[config.mk]
export PLATFORM = sky130hd
export DESIGN_NAME = shift_reg_sequencer
export DESIGN_NICKNAME = d
export VERILOG_FILES = /design/src/rtl/shift_reg_pkg.sv /design/src/rtl/shift_reg.sv /design/src/rtl/shift_reg_sequencer.sv
export SDC_FILE = /design/constraint.sdc
export NUM_CORES = 1
export LEC_CHECK = 0
export ABC_AREA = 0
export CAP_MARGIN = 20
export CORE_MARGIN = 4
export CORE_UTILIZATION = 30
export CTS_BUF_LIST = sky130_fd_sc_hd__clkbuf_8
export CTS_CLUSTER_SIZE = 25
export DETAILED_ROUTE_END_ITERATION = 16
export GPL_TIMING_DRIVEN = 1
export PLACE_DENSITY = 0.59
export SLEW_MARGIN = 20
export SYNTH_ARGS = -nofsm -noshare
export SYNTH_HDL_FRONTEND = slang
export SYNTH_SLANG_ARGS = --single-unit
[constraint.sdc]
create_clock -name clk -period 2.16 [get_ports clk]
set_input_delay 0.432 -clock clk [delete_from_list [all_inputs] [get_ports clk]]
set_output_delay 0.432 -clock clk [all_outputs]
set_load 0.02 [all_outputs]
[src/rtl/shift_reg_pkg.sv]
// shift_reg_pkg: shared FSM state type and width defaults for the shift-register sequencer.
package shift_reg_pkg;
   typedef enum logic [1:0] {IDLE, LOAD, SHIFT, DONE} state_e;
   localparam int REG_WIDTH_DEF = 8;
   function automatic int cnt_width(input int w);
      return $clog2(w + 1);
   endfunction
endpackage

[src/rtl/shift_reg.sv]
// shift_reg: parallel-load shift register with zero fill and a registered shifted-out bit.
module shift_reg
   import shift_reg_pkg::*;
#(
   parameter int WIDTH = REG_WIDTH_DEF
) (
   input  logic             clk,
   input  logic             reset,
   input  logic             load_i,
   input  logic             shift_en_i,
   input  logic             left_i,
   input  logic [WIDTH-1:0] data_i,
   output logic [WIDTH-1:0] q_o,
   output logic             serial_o
);
   logic [WIDTH-1:0] q_q, q_d;
   logic             ser_q, ser_d;
   logic             shifting;
   assign shifting = shift_en_i && !load_i;
   always_comb begin
      q_d   = load_i ? data_i
            : shifting ? (left_i ? {q_q[WIDTH-2:0], 1'b0} : {1'b0, q_q[WIDTH-1:1]})
            : q_q;
      ser_d = shifting ? (left_i ? q_q[WIDTH-1] : q_q[0]) : ser_q;
   end
   always_ff @(posedge clk) begin
      if (reset) begin
         q_q   <= '0;
         ser_q <= 1'b0;
      end else begin
         q_q   <= q_d;
         ser_q <= ser_d;
      end
   end
   assign q_o      = q_q;
   assign serial_o = ser_q;
endmodule

[src/rtl/shift_reg_sequencer.sv]
// shift_reg_sequencer: accepts load-and-shift jobs and steps shift_reg through LOAD, SHIFT and DONE.
module shift_reg_sequencer
   import shift_reg_pkg::*;
#(
   parameter int REG_WIDTH = REG_WIDTH_DEF,
   parameter int CNT_W     = cnt_width(REG_WIDTH)
) (
   input  logic                 clk,
   input  logic                 reset,
   input  logic                 i_start,
   output logic                 o_ready,
   input  logic [REG_WIDTH-1:0] i_data_in,
   input  logic                 i_shift_left_right,
   input  logic [CNT_W-1:0]     i_shift_count,
   input  logic                 i_abort,
   output logic [REG_WIDTH-1:0] o_q,
   output logic                 o_serial_out,
   output logic                 o_busy,
   output logic                 o_done
);
   state_e               state_q;
   logic [CNT_W-1:0]     cnt_q, cnt_clamp;
   logic [REG_WIDTH-1:0] data_q;
   logic                 dir_q, done_q, busy_q, ready_q;
   logic                 load, shift_en;
   assign cnt_clamp = (i_shift_count > CNT_W'(REG_WIDTH)) ? CNT_W'(REG_WIDTH) : i_shift_count;
   // Abort suppresses any register activity on the edge it is seen.
   assign load     = (state_q == LOAD) && !i_abort;
   assign shift_en = (state_q == SHIFT) && !i_abort;
   always_ff @(posedge clk) begin
      if (reset) begin
         state_q <= IDLE;
         cnt_q   <= '0;
         data_q  <= '0;
         dir_q   <= 1'b0;
         done_q  <= 1'b0;
         busy_q  <= 1'b0;
         ready_q <= 1'b1;
      end else begin
         done_q <= 1'b0;
         case (state_q)
            IDLE: if (i_start) begin
               state_q <= LOAD;
               data_q  <= i_data_in;
               dir_q   <= i_shift_left_right;
               cnt_q   <= cnt_clamp;
               busy_q  <= 1'b1;
               ready_q <= 1'b0;
            end
            LOAD: if (i_abort) begin
               state_q <= IDLE;
               busy_q  <= 1'b0;
               ready_q <= 1'b1;
            end else if (cnt_q == '0) begin
               state_q <= DONE;
               busy_q  <= 1'b0;
               done_q  <= 1'b1;
            end else begin
               state_q <= SHIFT;
            end
            SHIFT: if (i_abort) begin
               state_q <= IDLE;
               busy_q  <= 1'b0;
               ready_q <= 1'b1;
            end else begin
               cnt_q <= cnt_q - CNT_W'(1);
               if (cnt_q == CNT_W'(1)) begin
                  state_q <= DONE;
                  busy_q  <= 1'b0;
                  done_q  <= 1'b1;
               end
            end
            DONE: begin
               state_q <= IDLE;
               ready_q <= 1'b1;
            end
         endcase
      end
   end
   shift_reg #(.WIDTH(REG_WIDTH)) u_shift_reg (
      .clk        (clk),
      .reset      (reset),
      .load_i     (load),
      .shift_en_i (shift_en),
      .left_i     (dir_q),
      .data_i     (data_q),
      .q_o        (o_q),
      .serial_o   (o_serial_out)
   );
   assign o_done  = done_q;
   assign o_busy  = busy_q;
   assign o_ready = ready_q;
endmodule

Yosys cells after proc, flatten, opt, wreduce, memory -nomap -nowiden --
Cells that the tools add are included.
Cells by class: add/subtract/negate cells 1, $mul 0, div/mod/pow operators 0, magnitude comparators 1, equal/unequal tests 9, shift-type cells 0, muxes and demuxes 28, bitwise gates (word level) 0, reductions and logical operators 16
Operators with widths (count):
- $mux 8 | 3
- $mux 1 | 13
- $mux 4 | 3
- $mux 2 | 4
- $pmux 2 s4 | 1
- $pmux 4 s2 | 1
- $ne 3x2->1 const B | 2
- $pmux 1 s3 | 2
- $reduce_and 2->1 | 3
- $eq 2x2->1 const B | 2
- $eq 4x1->1 const B | 1
- $gt 4x4->1 const B | 1
- $logic_not 4->1 | 1
- $ne 2x2->1 const B | 2
- $reduce_and 4->1 | 1
- $reduce_bool 2->1 | 2
- $sub 4x1->4 const B | 1
- $logic_and 1x1->1 | 3
- $reduce_and 3->1 | 1
- $reduce_bool 3->1 | 1
- $eq 2x1->1 const B | 1
- $logic_not 1->1 | 2
- $logic_not 2->1 | 1
- $ne 2x1->1 const B | 1
- 2 further kinds | 2
Storage, ports and cells: bits in registers 27, bits in latches 0, RAM bits 0, ROM bits 0, input bits 17, output and inout bits 12, word-level logic and storage cells 64, memories 0

Depth between registers and ports, before layout --
Gate-level depths: netlist of the first run.
depth in word-level cells 6, gate-level depth with buffers 7, depth with buffers taken out 6

Hierarchy --
Synthesis of the first run repeated with hierarchy kept, for this count alone.
Second synthesis, totals: cell total of the unflattened synthesis 170, area, all modules 1416.4 um^2
Modules (own cells, without submodules):
- shift_reg_sequencer | instances 1, cells each 113, area an instance 915.9 um^2, seq. area each 360.3 um^2
- shift_reg | instances 1, cells each 57, area an instance 500.5 um^2, seq. area each 180.2 um^2

Least setup slack after synthesis of the first run --
Ideal clock, no wire load.
path kind register -> register, start point register state_q[0], end point register cnt_q[0], library setup time 74 ps, arrival time 1710 ps, required time 2086 ps, path slack 376 ps, stages on the path, launching flop included 7, buffers on the path 0, clock period less this slack 1784 ps, path through dfxtp_1 > inv_1 > ha_1 > nor2b_4 > a211o_1 > or4b_1 > a31oi_1
Between the ends: word-level cells in the longest chain between the ends 3, elaborated cells between the ends (all ways) 7, those cells by class eq/ne: 3; mux: 1; reduce/logical: 3
Ends and longest elaborated chain:
- from (decl) | line shift_reg_sequencer.sv:21 | state_e state_q;
- from (signal assigned) | line shift_reg_sequencer.sv:32 | state_q <= IDLE;
- from (signal assigned) | line shift_reg_sequencer.sv:43 | state_q <= LOAD;
- from (signal assigned) | line shift_reg_sequencer.sv:51 | state_q <= IDLE;
- $eq 2x2->1 / $logic_not 2->1 (equally long branches) | line shift_reg_sequencer.sv:41 | case (state_q)
- $ne 2x2->1 (no line) / $reduce_bool 2->1 (equally long branches)
- $reduce_and 3->1 (no line)
- to (signal assigned) | line shift_reg_sequencer.sv:46 | cnt_q <= cnt_clamp;
- to (signal assigned) | line shift_reg_sequencer.sv:66 | cnt_q <= cnt_q - CNT_W'(1);
- to (decl) | line shift_reg_sequencer.sv:22 | logic [CNT_W-1:0] cnt_q, cnt_clamp;
Parallel ways exist; a longest one is shown, timed or not. A chain may end at the register's enable or synchronous reset.

Worst setup path in the final report of the first run --
Same ends and word-level chain as after synthesis.

==> results.txt, run 1 <==
The run finished with clean final reports. The slew of the pin with the lowest slew margin is 674 ps. The highest attainable clock frequency is 0.514 GHz. The layout overhead on the synthesized area came out at 31.6%. For the worst setup path, the data required time is 2370 ps.

The worst setup path is of the register to register kind. The most critical setup path has its endpoint at cnt_q[0]. The total nets after synthesis came out at 178. The leakage dissipation came out at 0.624 nW. Across all hold checks on the routed design, the worst slack comes to 469 ps. The weighted congestion reported at the end of routability-driven placement is 0.838. In the post-synthesis netlist, the biggest area contributors are dfxtp_1 (41%), a21oi_1 (7.7%), ha_1 (7.7%). The final cell count without fillers came out at 234. The number of hold buffers added after cts came out at 0.

Dividing total power by cell area gives a power density of 637 nW/um^2. Leaving out fill and tap cells, the most frequent cells in the layout are clkdlybuf4s50_1 (28), dfxtp_1 (27), a21oi_1 (20). The post-synthesis sequential area ratio came out at 0.414. The signal on the critical path passes through inv_1 > ha_1 > nor2b_4 > a211o_1 > or4b_1 > a31oi_1. The root buffer cell is clkbuf_8. In this run the worst setup path begins at state_q[0]. The origin of the critical flop-to-flop path is state_q[0]. The first global-routing pass estimated 5560 um of wire. The total setup buffers inserted after CTS came out at 0. The placeable core region is 4120 um^2. The number of detailed-routing iterations run before antenna repair came out at 5.

The number of nets in the layout is 210. After clock tree synthesis, the clock-pin slew on the worst setup and hold paths is 100 ps. The number of placed cells counting well taps came out at 230. The worst hold path belongs to the class register to register.

The peak supply drop is 244 uV. Of all cell types, the one taking the most synthesized area is dfxtp_1. The initial core utilization is 0.317. The HPWL after detailed placement is 2350 um. The area of the mapped netlist is 1310 um^2. The worst-case clock skew came out at 3.39 ps.

The number of fill cells in the layout is 422. The repair_antennas step left the layout with diodes totalling 0. On the critical path the largest part of the delay comes from simple AND/OR/NAND/NOR gates. The setup violation total in the final timing report is 0. The initial antenna violation count came out at 0.

The final cycle utilization of the critical path came out at 0.901. The arrival time of the worst setup path is 2160 ps. Entering global routing, the biggest net connects 28 pins. Setup total negative slack on the finished layout was measured at 0 ps.

The worst slew margin relative to its limit came out at 0.550. A synthesized cell averages 8.54 um^2. Buffers inserted during clock tree synthesis total 3. Together, buffers and inverters on the worst path number 1.

The number of different library cells in the post-synthesis netlist is 30. The share of Yosys cell area claimed by the top area cell type is 0.414. The number of top-level pins is 29. The post-route DRC violation count came out at 0.

The final route contains 1220 vias. Across every metal layer, demand over resource in global routing totals 0.129. The total count of max-transition violations in the final report came to 0.

For this block, the initial DRC count from the detailed router was 98. The final hold violation count came out at 0. The x dimension of the die came out at 74.0 um. The number of cells on the critical path came out at 6. The number of cells on the worst reg-to-reg path came out at 6. The critical path's slowest cell is or4b_1.

Of the cells placed in the final design, the portion with a size suffix greater than 1 is 0.0815. The number of input and output port buffers inserted is 28. Row generation in the floorplan step produced 23 rows.

Setup repair after global routing left no endpoint under its margin. TritonCTS built the clock tree. For this run, the slowest stage of the critical path takes 500 ps.

The most common cell after layout, fill and taps aside is clkdlybuf4s50_1. The count of mapped cells out of synthesis is 153. The later pin in the worst-skew pair is clocked with a latency of 280 ps. Counting flops and latches in the post-synthesis netlist gives 27. The depth of the CTS H-tree came out at 1. The number of global-route vias before repair is 1212. Counting every sink on the clock net gives 27.

The post-route minimum period is 1950 ps. Post-CTS repair changed the size of 0 cells. The max-capacitance violation count is 0. The area of the die is 5470 um^2. For this run, the number of Yosys warnings is 0. The average via count per standard cell is 5.21. The total grt overflow came out at 0.

The count of nets left with antenna violations after detail routing is 0. The worst setup path is launched from a register. The maximum buffer depth of the clock tree is 2. In the final routed layout, each cell accounts on average for 13.5 um. The worst setup path is captured at a register. The maximum fanout along the worst path is 6. The reg-to-reg critical path endpoint is cnt_q[0].

The overall die height is 74.0 um. The slack of the worst reg-to-reg path came out at 210 ps. The detailed-route wire length came out at 3170 um.
==> layout make-up <==
type                       instances  area (um^2)  share of cell area
multi-input combinational        111          708               0.412
inverter                           7         26.3              0.0153
clock inverter                     1         7.51             0.00437
timing repair buffer              35          333               0.194
tap                               50         62.6              0.0364
sequential                        27          541               0.314
clock buffer                       3         41.3              0.0240
==> synth_stat cells (all sizes together) <==
cell	count
dfxtp	27
a21oi	21
nand2	19
nand3	12
nor2	9
a222oi	8
ha	8
inv	7
nor2b	7
clkbuf	6
a211oi	4
o21ai	4
a211o	2
a311oi	2
buf	2
mux2i	2
nor3b	2
or3b	2
a31oi	1
and2	1
nand2b	1
nor3	1
nor4	1
o21bai	1
o31a	1
o32ai	1
or4b	1
==> power by group <==
part | internal (mW) | switching, mW
sequential | 0.531 | 0.0272
clock | 0.131 | 0.165
combinational | 0.115 | 0.127
total | 0.776 | 0.319
==> sequential cells by signal, summed over array words and instances, names as in the netlist <==
signal                cells
dir_q                     1
o_busy                    1
data_q                    8
cnt_q                     4
o_done                    1
state_q                   2
u_shift_reg.serial_o      1
o_ready                   1
u_shift_reg.q_o           8
==> worst register-to-register path: stages (launching register included) <==
cell and delay [ps]:
dfxtp_1 400, inv_1 100, ha_1 240, nor2b_4 140, a211o_1 340, or4b_1 500, a31oi_1 160
==> metal layers <==
layer / part of all wire / global-route usage / up-vias
met5: 0 / 0 / -
met4: 0.020 / 0.0604 / 0
met3: 0.044 / 0.0230 / 5
met2: 0.46 / 0.213 / 33
met1: 0.47 / 0.165 / 567
li1: - / - / 615
==> cell families after synthesis <==
| logic type | after synthesis | share of synthesized area |
|---|---|---|
| fa+ha+maj | 8 | 0.0766 |
| flops | 27 | 0.414 |
| simple gates | 56 | 0.216 |
| compound gates | 45 | 0.234 |
| mux | 2 | 0.0153 |
| buf+inv | 15 | 0.0441 |
==> metrics by stage <==
step / util / instance area [um^2] / total power [mW] / worst slack [ps]
6_report: 0.418 / 1720 / 1.10 / 214
5_1_grt: 0.418 / 1720 / 1.17 / 127
4_1_cts: 0.418 / 1720 / 1.11 / 211
3_5_place_dp: 0.406 / 1670 / 0.811 / 70.3
3_3_place_gp: 0.406 / 1670 / 0.804 / 113
2_1_floorplan: - / 1310 / 0.713 / 376
==> worst min-delay path by stage <==
stage	start	endpoint	slack [ps]	depth (start not counted)
global placement	data_q[4]	data_q[4]	450	2
finish	data_q[4]	data_q[4]	470	2
detailed placement	data_q[4]	data_q[4]	450	2
floorplan	data_q[1]	data_q[1]	440	2
global route	data_q[7]	data_q[7]	500	2
CTS	data_q[4]	data_q[4]	470	2
(Power assumes the default switching activity.)
==> run 2, diff against run 1 <==
Settings changed: CORE_UTILIZATION 30 to 51, PLACE_DENSITY 0.59 to 0.88.
==> run 2 against run 1 <==
  * Non-clock buffer count increased by 1
  * Combinational power increased by 2%
  * Setup slack improved by 100 ps
==> results.txt, run 2 (synthesis results as in run 1) <==
The run finished with clean final reports. The instance count along the most critical hold path was 2 (unchanged). The average via count per standard cell came out at 5.89 (+13%).

The startpoint identified for the worst hold timing path is data_q[5]. The number of nets in the layout came out at 211 (+0.48%). The post-route minimum period came out at 1840 ps (-103 ps). The x dimension of the die is 58.6 um (-21%). The number of detailed-routing iterations run before antenna repair is 4 (-1). In this run the clock root is driven by a clkbuf_8. The HPWL after detailed placement came out at 2320 um (-1.2%). The library cell used most frequently in the layout, excluding fill and tap cells, is clkdlybuf4s50_1. The total design power came out at 1.10 mW (+0.44%).

The number of sinks driven by the clock tree was 27 (unchanged). The top cell types in the final layout, fill and taps aside, are clkdlybuf4s50_1 (28), dfxtp_1 (27), a21oi_1 (20). The maximum fanout along the worst path is 12 (+6).

STA classifies the critical path startpoint as a register. The placeable core region came out at 2450 um^2 (-40%). The post-route DRC violation count came out at 0 (unchanged). The row count is 18 (-22%). The global router's overall resource usage came out at 0.190 (+0.0606).

The maximum buffer depth of the clock tree came to 2 (unchanged). The total number of vias came out at 1267 (+3.9%). The worst-case clock skew came to 2.32 ps (-1.07 ps).

The post-place instance area is 1650 um^2 (-1.0%). The highest attainable clock frequency came out at 0.543 GHz (+5.6%). The utilization after layout came out at 0.693 (+0.275).

The final hold violation count is 0 (unchanged). The depth of the CTS H-tree is 1 (unchanged). The average wire per cell in the routed design is 14.1 um (+4.4%). The final cycle utilization of the critical path came to 0.853 (-0.0478). The data required time at the worst endpoint came out at 2360 ps (about the same).

The critical path in this run is classified as register to register. The startpoint identified for the worst register-to-register timing path is state_q[0]. The violation count after the first detailed-routing iteration came out at 62 (-37%).

The weighted congestion reported at the end of routability-driven placement is 0.866 (+3.3%). The later-pin clock latency in the skew report was 270 ps (about the same). The total CTS buffers is 3 (unchanged). The number of input and output port buffers inserted was 28 (unchanged). The number of placed cells counting well taps came out at 211 (-8.3%). The global-route wire length before repair is 5140 um (-7.6%). The worst slew margin relative to its limit is 0.558 (+0.00831). The final setup TNS came to 0 ps (unchanged). The overall die height is 58.6 um (-21%). The area of the die is 3440 um^2 (-37%). The layout overhead on the synthesized area is 30.3%. The initial antenna violation count came out at 0 (unchanged).

STA classifies the critical path endpoint as a register. The number of cells on the worst reg-to-reg path is 7 (+1). The leakage dissipation is 0.628 nW (+0.76%). The post-route cell area is 1700 um^2 (-1.0%). The power density over the cells came out at 647 nW/um^2 (+1.5%).

The largest net degree at the start of global routing is 19 (-32%). The final cell count without fillers was 215 (-8.1%). The worst min-delay path endpoint is data_q[5].

The number of diodes added for antenna fixing came to 0 (unchanged). The peak supply drop is 658 uV (+170%). The total grt overflow came out at 0 (unchanged). The slack of the worst reg-to-reg path came to 320 ps (+100 ps). The path class of the tightest hold or removal check is register to register.

The initial core utilization is 0.532 (+0.215). The number of hold buffers added after cts came to 0 (unchanged). The slew of the pin with the lowest slew margin is 662 ps (-12.4 ps).

The CTS clock-pin slew for the worst setup and hold paths is 90 ps (about the same). The number of gates resized after cts is 0 (unchanged). The ratio of cells with drive above 1 in the final layout came out at 0.0865 (+0.00496). The count of nets left with antenna violations after detail routing came to 0 (unchanged). The setup violation total in the final timing report is 0 (unchanged). The number of global-route vias before repair came out at 1167 (-3.7%). The total count of max-transition violations in the final report is 0 (unchanged). In this run the critical register-to-register path is captured at cnt_q[0]. The total setup buffers inserted after CTS was 0 (unchanged). TritonCTS built the clock tree.

The detailed-route wire length came out at 3040 um (-4.1%). Setup repair after global routing left no endpoint under its margin. The arrival time of the worst setup path is 2050 ps (-110 ps).

The number of top-level pins is 29 (unchanged). The max-capacitance violation count came out at 0 (unchanged).
run 2: changes by cell type in the layout (fill, tap and decap cells not counted):
cell / previous run / this run
buf_4: 7 / 8
run 2: cell type report:
cell class / instances / area, um^2
Fill cell: 199 / 753
Multi-Input combinational cell: 111 / 708
Sequential cell: 27 / 541
Timing Repair Buffer: 36 / 340
Clock buffer: 3 / 41.3
Tap cell: 30 / 37.5
Inverter: 7 / 26.3
Clock inverter: 1 / 7.51
run 2: through the flow:
stage	setup slack (ps)	hold slack [ps]
after detailed placement	109	454
after CTS	300	469
after global routing	130	494
final	317	468
after global placement	175	448
after floorplan	376	436
run 2: report_power, final:
part / total, mW / internal [mW] / switching [mW] / leakage, nW
Clock: 0.294 / 0.131 / 0.163 / 0.0217
Sequential: 0.558 / 0.531 / 0.0277 / 0.221
Combinational: 0.248 / 0.119 / 0.129 / 0.386
Total: 1.10 / 0.781 / 0.320 / 0.628
run 2: how the worst max path moves through the flow:
stage / slack (ps) / to / cells after the start / from
finish: 320 / cnt_q[0] / 7 / state_q[0]
global route: 130 / state_q[0] / 6 / cnt_q[1]
CTS: 300 / cnt_q[0] / 7 / state_q[0]
detailed placement: 110 / u_shift_reg.q_o[1] / 6 / i_abort
global placement: 180 / cnt_q[0] / 5 / i_start
floorplan: 380 / cnt_q[0] / 6 / state_q[0]
run 2: layer usage:
layer | GRT usage | vias up | part of all wire
li1 | - | 624 | -
met1 | 0.252 | 598 | 0.45
met5 | 0 | - | 0
met3 | 0.0417 | 5 | 0.059
met4 | 0.0615 | 0 | 0.011
met2 | 0.308 | 40 | 0.48
run 2: critical path, cell delays in order (launching register included):
cell	delay (ps)
dfxtp_1	350
inv_1	110
ha_1	190
buf_4	190
nor2_1	70
a211o_1	240
or4b_1	460
a31oi_1	160
